## config.mk

```make
export PLATFORM = sky130hd
export DESIGN_NAME = eth_rx_led_capture
export DESIGN_NICKNAME = d
export VERILOG_FILES = /design/src/rtl/eth_rx_pkg.sv /design/src/rtl/eth_hold_stretch.sv /design/src/rtl/eth_rx_led_capture.sv
export SDC_FILE = /design/constraint.sdc
export NUM_CORES = 1
export LEC_CHECK = 0
export BUFFER_PORTS_ARGS = -buffer_cell sky130_fd_sc_hd__buf_2
export CAP_MARGIN = 15
export CORE_UTILIZATION = 45
export DETAILED_ROUTE_END_ITERATION = 6
export GPL_TIMING_DRIVEN = 1
export PLACE_DENSITY = 0.63
export SLEW_MARGIN = 20
export SYNTH_ARGS = -nofsm -noshare
export SYNTH_HDL_FRONTEND = slang
export SYNTH_SLANG_ARGS = --single-unit
```

## constraint.sdc

```tcl
create_clock -name eth_rx_clk -period 5.8 [get_ports eth_rx_clk]
set_input_delay 0 -clock eth_rx_clk [delete_from_list [all_inputs] [get_ports eth_rx_clk]]
set_output_delay 0 -clock eth_rx_clk [all_outputs]
set_load 0.05 [all_outputs]
```

## src/rtl/eth_rx_pkg.sv

```systemverilog
// Shared types and constants for the MII receive monitor.
package eth_rx_pkg;

    typedef enum logic [1:0] {
        WAIT,
        IDLE,
        PRE,
        DATA
    } rx_state_t;

    localparam logic [3:0] PREAMBLE_NIB = 4'h5;
    localparam logic [3:0] SFD_NIB      = 4'hD;
    localparam int         BYTE_CNT_W   = 11;
    localparam int         CNT_W        = 16;

endpackage

```

## src/rtl/eth_hold_stretch.sv

```systemverilog
// Retriggerable pulse stretcher: act stays high for HOLD_CYCLES cycles after the last trig.
module eth_hold_stretch #(
    parameter int unsigned HOLD_CYCLES = 25_000_000
) (
    input  logic eth_rx_clk,
    input  logic rst,
    input  logic trig,
    output logic act
);

    localparam int unsigned CW = $clog2(HOLD_CYCLES + 1);

    logic [CW-1:0] cnt;

    // act is registered alongside the counter so it falls on the edge cnt reaches 0
    always_ff @(posedge eth_rx_clk) begin
        if (rst) begin
            cnt <= '0;
            act <= 1'b0;
        end else if (trig) begin
            cnt <= CW'(HOLD_CYCLES);
            act <= 1'b1;
        end else begin
            if (cnt != '0) cnt <= cnt - CW'(1);
            act <= (cnt > CW'(1));
        end
    end

endmodule

```

## src/rtl/eth_rx_led_capture.sv

```systemverilog
// MII receive monitor: locks to preamble/SFD, counts frame bytes, captures one byte onto the LEDs.
// Optional receive-error tracking is enabled by defining ETH_RX_LED_CAPTURE_ERR_EN.
import eth_rx_pkg::*;

module eth_rx_led_capture #(
    parameter int unsigned LED_W          = 4,
    parameter int unsigned CAPTURE_OFFSET = 0,
    parameter int unsigned HOLD_CYCLES    = 25_000_000
) (
    input  logic                  eth_rx_clk,
    input  logic                  rst,
    input  logic                  eth_rx_dv,
    input  logic [3:0]            eth_rxd,
    input  logic                  eth_rxerr,
    output logic [LED_W-1:0]      led,
    output logic                  act,
    output logic                  frame_done,
    output logic [BYTE_CNT_W-1:0] frame_len,
    output logic [CNT_W-1:0]      frame_cnt,
    output logic [CNT_W-1:0]      err_cnt
);

    rx_state_t state, state_nxt;

    logic                  phase;
    logic [3:0]            lo;
    logic [BYTE_CNT_W-1:0] byte_cnt;
    logic [LED_W-1:0]      shadow;
    logic                  hit;
    logic                  bad;
    logic                  rxerr_seen;
    logic [7:0]            rx_byte;
    logic                  sof;
    logic                  eof;
    logic                  frame_bad;
    logic                  unused_byte_bits;

`ifdef ETH_RX_LED_CAPTURE_ERR_EN
    assign rxerr_seen = eth_rxerr;
`else
    logic unused_rxerr;
    assign unused_rxerr = eth_rxerr;
    assign rxerr_seen   = 1'b0;
`endif

    assign rx_byte          = {eth_rxd, lo};
    assign unused_byte_bits = ^rx_byte;
    assign sof              = (state == PRE) && eth_rx_dv && (eth_rxd == SFD_NIB);
    assign eof              = (state == DATA) && !eth_rx_dv;
    assign frame_bad        = bad | rxerr_seen;

    always_ff @(posedge eth_rx_clk) begin
        if (rst) state <= WAIT;
        else     state <= state_nxt;
    end

    always_comb begin
        state_nxt = state;
        case (state)
            WAIT: if (!eth_rx_dv) state_nxt = IDLE;
            IDLE: if (eth_rx_dv) state_nxt = (eth_rxd == PREAMBLE_NIB) ? PRE : WAIT;
            PRE: begin
                if (!eth_rx_dv)                 state_nxt = IDLE;
                else if (eth_rxd == SFD_NIB)    state_nxt = DATA;
                else if (eth_rxd != PREAMBLE_NIB) state_nxt = WAIT;
            end
            DATA: if (!eth_rx_dv) state_nxt = IDLE;
            default: state_nxt = WAIT;
        endcase
    end

    always_ff @(posedge eth_rx_clk) begin
        if (rst) begin
            phase      <= 1'b0;
            lo         <= '0;
            byte_cnt   <= '0;
            shadow     <= '0;
            hit        <= 1'b0;
            bad        <= 1'b0;
            led        <= '0;
            frame_done <= 1'b0;
            frame_len  <= '0;
            frame_cnt  <= '0;
            err_cnt    <= '0;
        end else begin
            frame_done <= 1'b0;
            if (sof) begin
                phase    <= 1'b0;
                byte_cnt <= '0;
                hit      <= 1'b0;
                bad      <= 1'b0;
            end else if ((state == DATA) && eth_rx_dv) begin
                if (rxerr_seen) bad <= 1'b1;
                if (!phase) begin
                    lo    <= eth_rxd;
                    phase <= 1'b1;
                end else begin
                    phase <= 1'b0;
                    if (byte_cnt != '1) byte_cnt <= byte_cnt + BYTE_CNT_W'(1);
                    if (byte_cnt == BYTE_CNT_W'(CAPTURE_OFFSET)) begin
                        shadow <= rx_byte[LED_W-1:0];
                        hit    <= 1'b1;
                    end
                end
            end else if (eof) begin
                // a pending odd nibble is simply dropped by clearing phase
                frame_done <= 1'b1;
                frame_len  <= byte_cnt;
                frame_cnt  <= frame_cnt + CNT_W'(1);
                if (hit && !frame_bad) led <= shadow;
                if (frame_bad && (err_cnt != '1)) err_cnt <= err_cnt + CNT_W'(1);
                hit        <= 1'b0;
                bad        <= 1'b0;
                phase      <= 1'b0;
            end
        end
    end

    eth_hold_stretch #(
        .HOLD_CYCLES(HOLD_CYCLES)
    ) u_hold (
        .eth_rx_clk(eth_rx_clk),
        .rst       (rst),
        .trig      (eof),
        .act       (act)
    );

endmodule

```

==> flow_metrics.tcl, run 1 <==
set metrics [dict create \
    clkTransAtPathRegs_ns 0.08 \
    setup_violations 0 \
    clockBufferDepth 2 \
    max_cap_viol_count 0 \
    syn_inst 450 \
    numClockSinks 81 \
    syn_to_final_growth_pct 11.5 \
    worst_pin_slew_ns 0.931 \
    antenna_cells 0 \
    irDropWorstVdd_mv 0.208 \
    synthFlopType "dfxtp_1" \
    grt_usage_pct 18.1 \
    ys_warn_count 0 \
    drc 0 \
    grt_setup_unrepaired "false" \
    criticalPathCategory "flip-flop to flip-flop" \
    start_util_pct 46.4 \
    synth_area_leaders "dfxtp_1 43%, nor2_1 5.8%, a21oi_1 5.1%" \
    p_per_area_mw_per_mm2 473 \
    numCtsBuffers 9 \
    synth_edf_count 0 \
    synth_cell_types 48 \
    hpwlAfterDp_um 5140 \
    wirelength_um 7620 \
    gp_congestion 0.819 \
    synth_top_area_share_pct 42.6 \
    via_per_inst 5.26 \
    synth_top_cell_by_area "dfxtp_1" \
    routedWlPerCell_um 12.8 \
    power_frac_seq_pct 36.9 \
    pwr-share-clk_pct 19.8 \
    die_w_um 94.0 \
    cts_max_level 3 \
    slew_viol_final 0 \
    layout.nets 505 \
    async_flop_share_pct 0 \
    fmax_mhz 406 \
    netSwitchingFraction_pct 41.8 \
    tns_ns 0 \
    p_leak_uw 0.00162 \
    port_buffers 39 \
    tritoncts "yes" \
    core_mm2 0.00822 \
    crit_fanout 6 \
    outcome "finished clean" \
    gr-total-overflow 0 \
    seq_area_frac_synth_pct 42.6 \
    first_iter_violations 106 \
    start_kind "flip-flop" \
    p_sw_uw 840 \
    cts_root_buf "clkbuf_8" \
    grt_pass1_wl_um 12700 \
    period_needed_ns 2.47 \
    synth_seq_cells 81 \
    worstSkewPairLatency_ns 0.35 \
    comb_power_share_pct 43.4 \
    skew_ns 0.00861 \
    hold_class "input port to flip-flop" \
    die_height_um 94.0 \
    first_pass_iters 4 \
    final_hold_viol_count 0 \
    utilization_pct 51.7 \
    rows 33 \
    relSlewSlack_pct 37.4 \
    period_share_pct 42.5 \
    cts_setup_buffers 0 \
    drive_gt1_share_pct 14.1 \
    synth.avg_cell_area_um2 8.47 \
    grt_max_degree 58 \
    end_kind "flip-flop" \
    ant_nets 0 \
    crit_arrival_ns 2.69 \
    cp.required_ns 6.02 \
    grt_pass1_vias 2820 \
    num_vias 3137 \
    synth_area_mm2 0.00381 \
    ios 57 \
    antenna_found_initial 0 \
    dieArea_mm2 0.00884 \
    internal_power_uw 1170 \
]
==> final timing paths <==
check	cells after the start	slack, ns	from	to
setup / recovery	5	3.33	u_hold.cnt[17]	u_hold.cnt[13]
hold / removal	4	0.10	eth_rx_dv	hit
setup reg to reg	5	3.33	u_hold.cnt[17]	u_hold.cnt[13]
hold reg to reg	2	0.45	frame_len[7]	frame_len[7]
==> cells in the mapped netlist, drive strengths merged, types with 6 or more instances <==
cell type  count
or4            8
dfxtp         81
nor4          14
xnor2         18
mux2i          8
or3            9
buf           20
ha            10
nand3         16
o21ai          9
nor2          59
xor2          19
nand2         52
clkbuf        15
nor3          16
a21oi         39
nand4          6
inv            8
==> routing by layer <==
metal	vias up	share of wire, %	track usage [%]
li1	1608	-	-
met2	40	49	30.4
met4	0	1.7	7.69
met3	11	2.3	3.64
met1	1478	47	22.5
met5	-	0	0
==> power groups by stage <==
stage	Clock [uW]	Sequential, uW	Combinational (uW)
floorplan	0	737	750
detailed placement	0	751	853
global placement	0	749	845
CTS	411	740	865
finish	397	741	871
global route	436	754	971
==> through the flow <==
step                      worst slack [ns]  hold slack (ns)  total power [uW]  instance area [um2]  instances
final                                 3.33            0.101              2010                 4250        596
after global routing                  3.17            0.143              2160                 4250        596
after CTS                             3.37           0.0862              2020                 4240        596
after detailed placement              3.39            0.267              1600                 4020        577
after global placement                3.41            0.250              1590                 4020        577
after floorplan                       3.67            0.147              1490                 3870        465
==> layout by cell type, fill, tap and decap left out, types with 6 or more instances in the layout <==
master	count
a21oi_1	39
buf_2	39
clkbuf_8	9
conb_1	16
dfxtp_1	81
ha_1	10
inv_1	8
mux2i_1	8
nand2_1	52
nand3_1	15
nand4_1	6
nor2_1	59
nor3_1	16
nor4_1	9
or3_1	9
or4_1	7
xnor2_1	18
xor2_1	19
==> critical path, cell delays in order, from the launching register on <==
cell      delay, ns
dfxtp_1        0.35
or4_1          0.66
nor4_2         0.60
nand2_1        0.32
a311oi_1       0.32
nor3_1         0.08
==> layout make-up <==
type | instances | area (um2)
Clock buffer | 10 | 128
Sequential cell | 81 | 1620
Inverter | 8 | 30.0
Clock inverter | 5 | 57.6
Fill cell | 802 | 3970
Multi-Input combinational cell | 341 | 2020
Timing Repair Buffer | 46 | 258
Tap cell | 105 | 131
==> sequential cells by signal (all words and copies together), names as in the netlist <==
name / cells
frame_len: 11
shadow: 4
u_hold.act: 1
hit: 1
frame_done: 1
phase: 1
lo: 4
byte_cnt: 11
u_hold.cnt: 25
state: 2
led: 4
frame_cnt: 16
==> what timing repair did <==
action,CTS,global route
setup endpoints to repair,0,0
endpoints found under the hold margin,4,0
hold buffers,4,0
resized for setup,0,0
==> kinds of logic after synthesis <==
group | count (synthesis) | synth area share [%]
XOR/XNOR | 37 | 8.51
multiplexers | 8 | 2.10
AND/OR/NAND/NOR | 201 | 26.7
other | 1 | 0.0984
AO/OA/AOI/OAI | 69 | 10.7
flip-flops | 81 | 42.6
buffers and inverters | 43 | 6.04
adder cells (fa/ha/maj) | 10 | 3.28
Power figures use the tool's default switching activity.
==> run 2: changes to the inputs <==
- clock period: 5.8 -> 2.5 ns (I/O delays scaled with it)
==> flow_metrics.tcl, run 2 (synthesis gave the netlist of run 1 again) <==
set metrics [dict create \
    period_needed_ns 2.23 \
    via_per_inst 5.21 \
    clkTransAtPathRegs_ns 0.08 \
    dp.cells 589 \
    cts_resized 0 \
    drc 0 \
    grt_setup_unrepaired "false" \
    utilization_pct 53.0 \
    rrSetupSlack_ns 0.27 \
    clockBufferDepth 2 \
    hold_class "input port to flip-flop" \
    hold_end "lo[0]" \
    core_mm2 0.00822 \
    tns_ns 0 \
    rows 33 \
    irDropWorstVdd_mv 0.628 \
    dieArea_mm2 0.00884 \
    cp.required_ns 2.72 \
    final_common_cell "dfxtp_1" \
    ant_nets 0 \
    r2r-start "u_hold.cnt[17]" \
    postCtsHoldBufs 4 \
    pre_cts_slack_ns 0.297 \
    num_vias 3174 \
    outcome "finished clean" \
    worst_pin_slew_ns 0.525 \
    criticalPathCategory "flip-flop to flip-flop" \
    p_per_area_mw_per_mm2 1120 \
    hpwlAfterDp_um 5330 \
    final_hold_viol_count 0 \
    syn_to_final_growth_pct 14.2 \
    total_power_uw 4890 \
    gp_congestion 0.797 \
    worstSkewPairLatency_ns 0.34 \
    layout_common_cells "81 x dfxtp_1, 59 x nor2_1, 52 x nand2_1, 39 x a21oi_1, 39 x buf_2" \
    nFillCells 791 \
    period_share_pct 89.1 \
    cts_root_buf "clkbuf_8" \
    first_pass_iters 4 \
    grt_max_degree 33 \
    cts_setup_buffers 0 \
    worstHoldStart "rst" \
    antenna_cells 0 \
    die_w_um 94.0 \
    grt_pass1_vias 2785 \
    antenna_found_initial 0 \
    crit_fanout 7 \
    slew_viol_final 0 \
    cts_max_level 3 \
    end_kind "flip-flop" \
    start_util_pct 46.4 \
    crit_arrival_ns 2.45 \
    numClockSinks 81 \
    max_cap_viol_count 0 \
    numCtsBuffers 9 \
    grt_usage_pct 18.6 \
    regMostFlops "u_hold.cnt" \
    setup_violations 0 \
    hold_path_depth 2 \
    gr-total-overflow 0 \
    fin_ws_ns 0.272 \
    die_height_um 94.0 \
    reg2reg_to "u_hold.cnt[11]" \
    first_iter_violations 134 \
    start_kind "flip-flop" \
    relSlewSlack_pct 64.8 \
    routedWlPerCell_um 12.7 \
    tritoncts "yes" \
    port_buffers 39 \
    layout.nets 517 \
    reg_top3 "u_hold.cnt: 25 flops, frame_cnt: 16 flops" \
    reg2reg_depth 5 \
    grt_pass1_wl_um 12800 \
    largest_reg_flops 25 \
    stdcell_count 609 \
    skew_ns 0.00444 \
    p_leak_uw 0.00169 \
    fmax_mhz 449 \
    wirelength_um 7730 \
    ios 57 \
    drive_gt1_share_pct 16.1 \
]
==> run 2: critical path, stage by stage (launching register included) <==
cell and delay, ns:
dfxtp_1 0.34, or4_1 0.66, or4_4 0.60, o21ai_2 0.25
xor2_1 0.18, a21oi_1 0.08
==> run 2: where the power goes <==
group / total, uW / switching (uW) / internal, uW
clock network: 980 / 464 / 517
logic: 2190 / 1240 / 947
registers: 1720 / 236 / 1490
==> run 2: cell type report <==
cell class              instances  area, um2  area share [%]
repair buffers                 58        348            7.99
inverters                       8       30.0           0.690
well taps                     105        131            3.02
multi-input cells             341       2010            46.3
flip-flops and latches         81       1620            37.3
clock buffers                  12        155            3.57
clock inverters                 4       51.3            1.18
==> run 2: routing by layer <==
layer,up-vias,track usage (%),wire length (um)
met1,1492,22.5,3500
met2,39,32.0,3910
met4,0,5.13,76
li1,1637,-,-
met3,6,5.10,245
met5,-,0,0
==> run 2: worst max-delay path by stage <==
| stage | endpoint | depth (start not counted) | startpoint |
|---|---|---|---|
| 6_report | u_hold.cnt[11] | 5 | u_hold.cnt[17] |
| 4_1_cts | u_hold.cnt[11] | 5 | u_hold.cnt[17] |
| 2_1_floorplan | u_hold.cnt[21] | 7 | u_hold.cnt[17] |
| 5_1_grt | frame_cnt[15] | 6 | state[0] |
| 3_5_place_dp | u_hold.cnt[21] | 5 | u_hold.cnt[17] |
| 3_3_place_gp | u_hold.cnt[21] | 5 | u_hold.cnt[17] |
==> run 2: through the flow <==
step                hold slack [ns]  instance area [um2]
floorplan                     0.147                 3870
global route                  0.101                 4350
global placement              0.249                 4110
detailed placement            0.259                 4110
CTS                          0.0849                 4350
finish                       0.0897                 4350
==> run 3: changes to the inputs <==
- CELL_PAD_IN_SITES_DETAIL_PLACEMENT: unset -> 0
- CELL_PAD_IN_SITES_GLOBAL_PLACEMENT: unset -> 1
- CORE_UTILIZATION: 45 -> 42
- CTS_BUF_LIST: unset -> sky130_fd_sc_hd__clkbuf_16
- PLACE_DENSITY: 0.63 -> 0.77
==> flow_metrics.tcl, run 3 (synthesis gave the netlist of run 1 again) <==
set metrics [dict create \
    outcome "finished clean" \
    layout.nets 518 \
    cts_resized 0 \
    die_height_um 97.2 \
    final_hold_viol_count 0 \
    drc 0 \
    criticalPathCategory "flip-flop to flip-flop" \
    reg2reg_depth 5 \
    p_per_area_mw_per_mm2 1180 \
    ant_nets 0 \
    numClockSinks 81 \
    port_buffers 39 \
    worst-path-buf-inv 0 \
    fmax_mhz 451 \
    start_kind "flip-flop" \
    skew_ns 0.0108 \
    layout_common_cells "81 x dfxtp_1, 59 x nor2_1, 52 x nand2_1, 39 x a21oi_1, 39 x buf_2" \
    irDropWorstVdd_mv 0.666 \
    crit_family "simple AND/OR/NAND/NOR gates" \
    rrSetupSlack_ns 0.28 \
    num_vias 3178 \
    numCtsBuffers 9 \
    reg_top3 "u_hold.cnt: 25 flops, frame_cnt: 16 flops" \
    finalHoldWorstSlack_ns 0.121 \
    antenna_found_initial 0 \
    dieArea_mm2 0.00946 \
    cpPeakStageDelay_ns 0.66 \
    fin_ws_ns 0.282 \
    clockBufferDepth 2 \
    r2r-start "u_hold.cnt[17]" \
    gr-total-overflow 0 \
    final_common_cell "dfxtp_1" \
    antenna_cells 0 \
    hpwlAfterDp_um 5410 \
    first_iter_violations 88 \
    clkTransAtPathRegs_ns 0.06 \
    setup_violations 0 \
    slew_viol_final 0 \
    cp.required_ns 2.69 \
    crit_fanout 7 \
    tns_ns 0 \
    largest_reg_flops 25 \
    period_share_pct 88.7 \
    relSlewSlack_pct 66.1 \
    cts_max_level 3 \
    grt_pass1_vias 2940 \
    worstSkewPairLatency_ns 0.33 \
    crit_slowest_cell "or4_1" \
    cp-startpoint "u_hold.cnt[17]" \
    grt_max_degree 31 \
    routedWlPerCell_um 12.7 \
    wirelength_um 7770 \
    first_pass_iters 5 \
    tritoncts "yes" \
    setup.worst_path.end "u_hold.cnt[21]" \
    grt_setup_unrepaired "false" \
    crit_chain "or4_1 -> or4_4 -> o211ai_2 -> xor2_1 -> a21oi_1" \
    grt_usage_pct 17.3 \
    drive_gt1_share_pct 16.2 \
    regMostFlops "u_hold.cnt" \
    postCtsHoldBufs 4 \
    worst_pin_slew_ns 0.495 \
    pre_cts_slack_ns 0.281 \
    cts_root_buf "clkbuf_16" \
    via_per_inst 5.18 \
    start_util_pct 43.5 \
    crit_arrival_ns 2.41 \
    core_mm2 0.00876 \
    gp_congestion 0.791 \
    ios 57 \
    hold_class "input port to flip-flop" \
    end_kind "flip-flop" \
    grt_pass1_wl_um 13700 \
    p_leak_uw 0.00174 \
    rows 34 \
    crit_cells 5 \
    max_cap_viol_count 0 \
    cts_setup_buffers 0 \
    die_w_um 97.2 \
    reg2reg_to "u_hold.cnt[21]" \
    period_needed_ns 2.22 \
    syn_to_final_growth_pct 16.8 \
]
[run 3: cell count changes in the layout (fill, tap and decap cells not counted), sizes merged]
cell,before,now
buf,54,55
clkbuf,12,9
clkinv,2,4
clkinvlp,1,0
inv,8,10
[run 3: through the flow]
stage	utilization, %	instance area [um2]	instances	total power (uW)
2_1_floorplan	-	3870	465	3450
3_3_place_gp	47.0	4120	593	3960
3_5_place_dp	47.0	4120	593	3970
4_1_cts	50.8	4450	613	5300
5_1_grt	50.8	4450	613	5680
6_report	50.8	4450	613	5270
[run 3: worst min path at each step]
stage               startpoint  cells after the start  slack (ns)     to
global placement    eth_rxd[1]                      3        0.25  lo[1]
global route         eth_rx_dv                      4        0.18    hit
detailed placement  eth_rxd[0]                      3        0.27  lo[0]
floorplan           eth_rxd[0]                      2        0.15  lo[0]
CTS                  eth_rx_dv                      4        0.11    hit
finish               eth_rx_dv                      4        0.12    hit
[run 3: report_power, final]
| part | switching [uW] | internal, uW | total (uW) |
|---|---|---|---|
| clock network | 532 | 774 | 1310 |
| registers | 230 | 1490 | 1720 |
| logic | 1260 | 985 | 2240 |
| total | 2020 | 3250 | 5270 |
[run 3: area by class of cell]
class	count	area (um2)
clock buffer	9	225
inverter	8	30.0
timing repair buffer	59	355
clock inverter	7	70.1
tap	108	135
fill	857	4310
multi-input combinational	341	2010
sequential	81	1620
[run 3: tightest hold or removal path, stage by stage]
cell and delay [ns]:
buf_2 0.14, nand2_1 0.09, a21oi_1 0.08, o21a_1 0.10
[run 3: layer usage]
metal / part of all wire [%] / track usage (%) / vias to the layer above / wire, um
met4: 0.95 / 6.00 / 0 / 74
met1: 48 / 22.6 / 1490 / 3740
met3: 2.9 / 2.59 / 6 / 225
met5: 0 / 0 / - / 0
met2: 48 / 29.0 / 44 / 3730
li1: - / - / 1638 / -
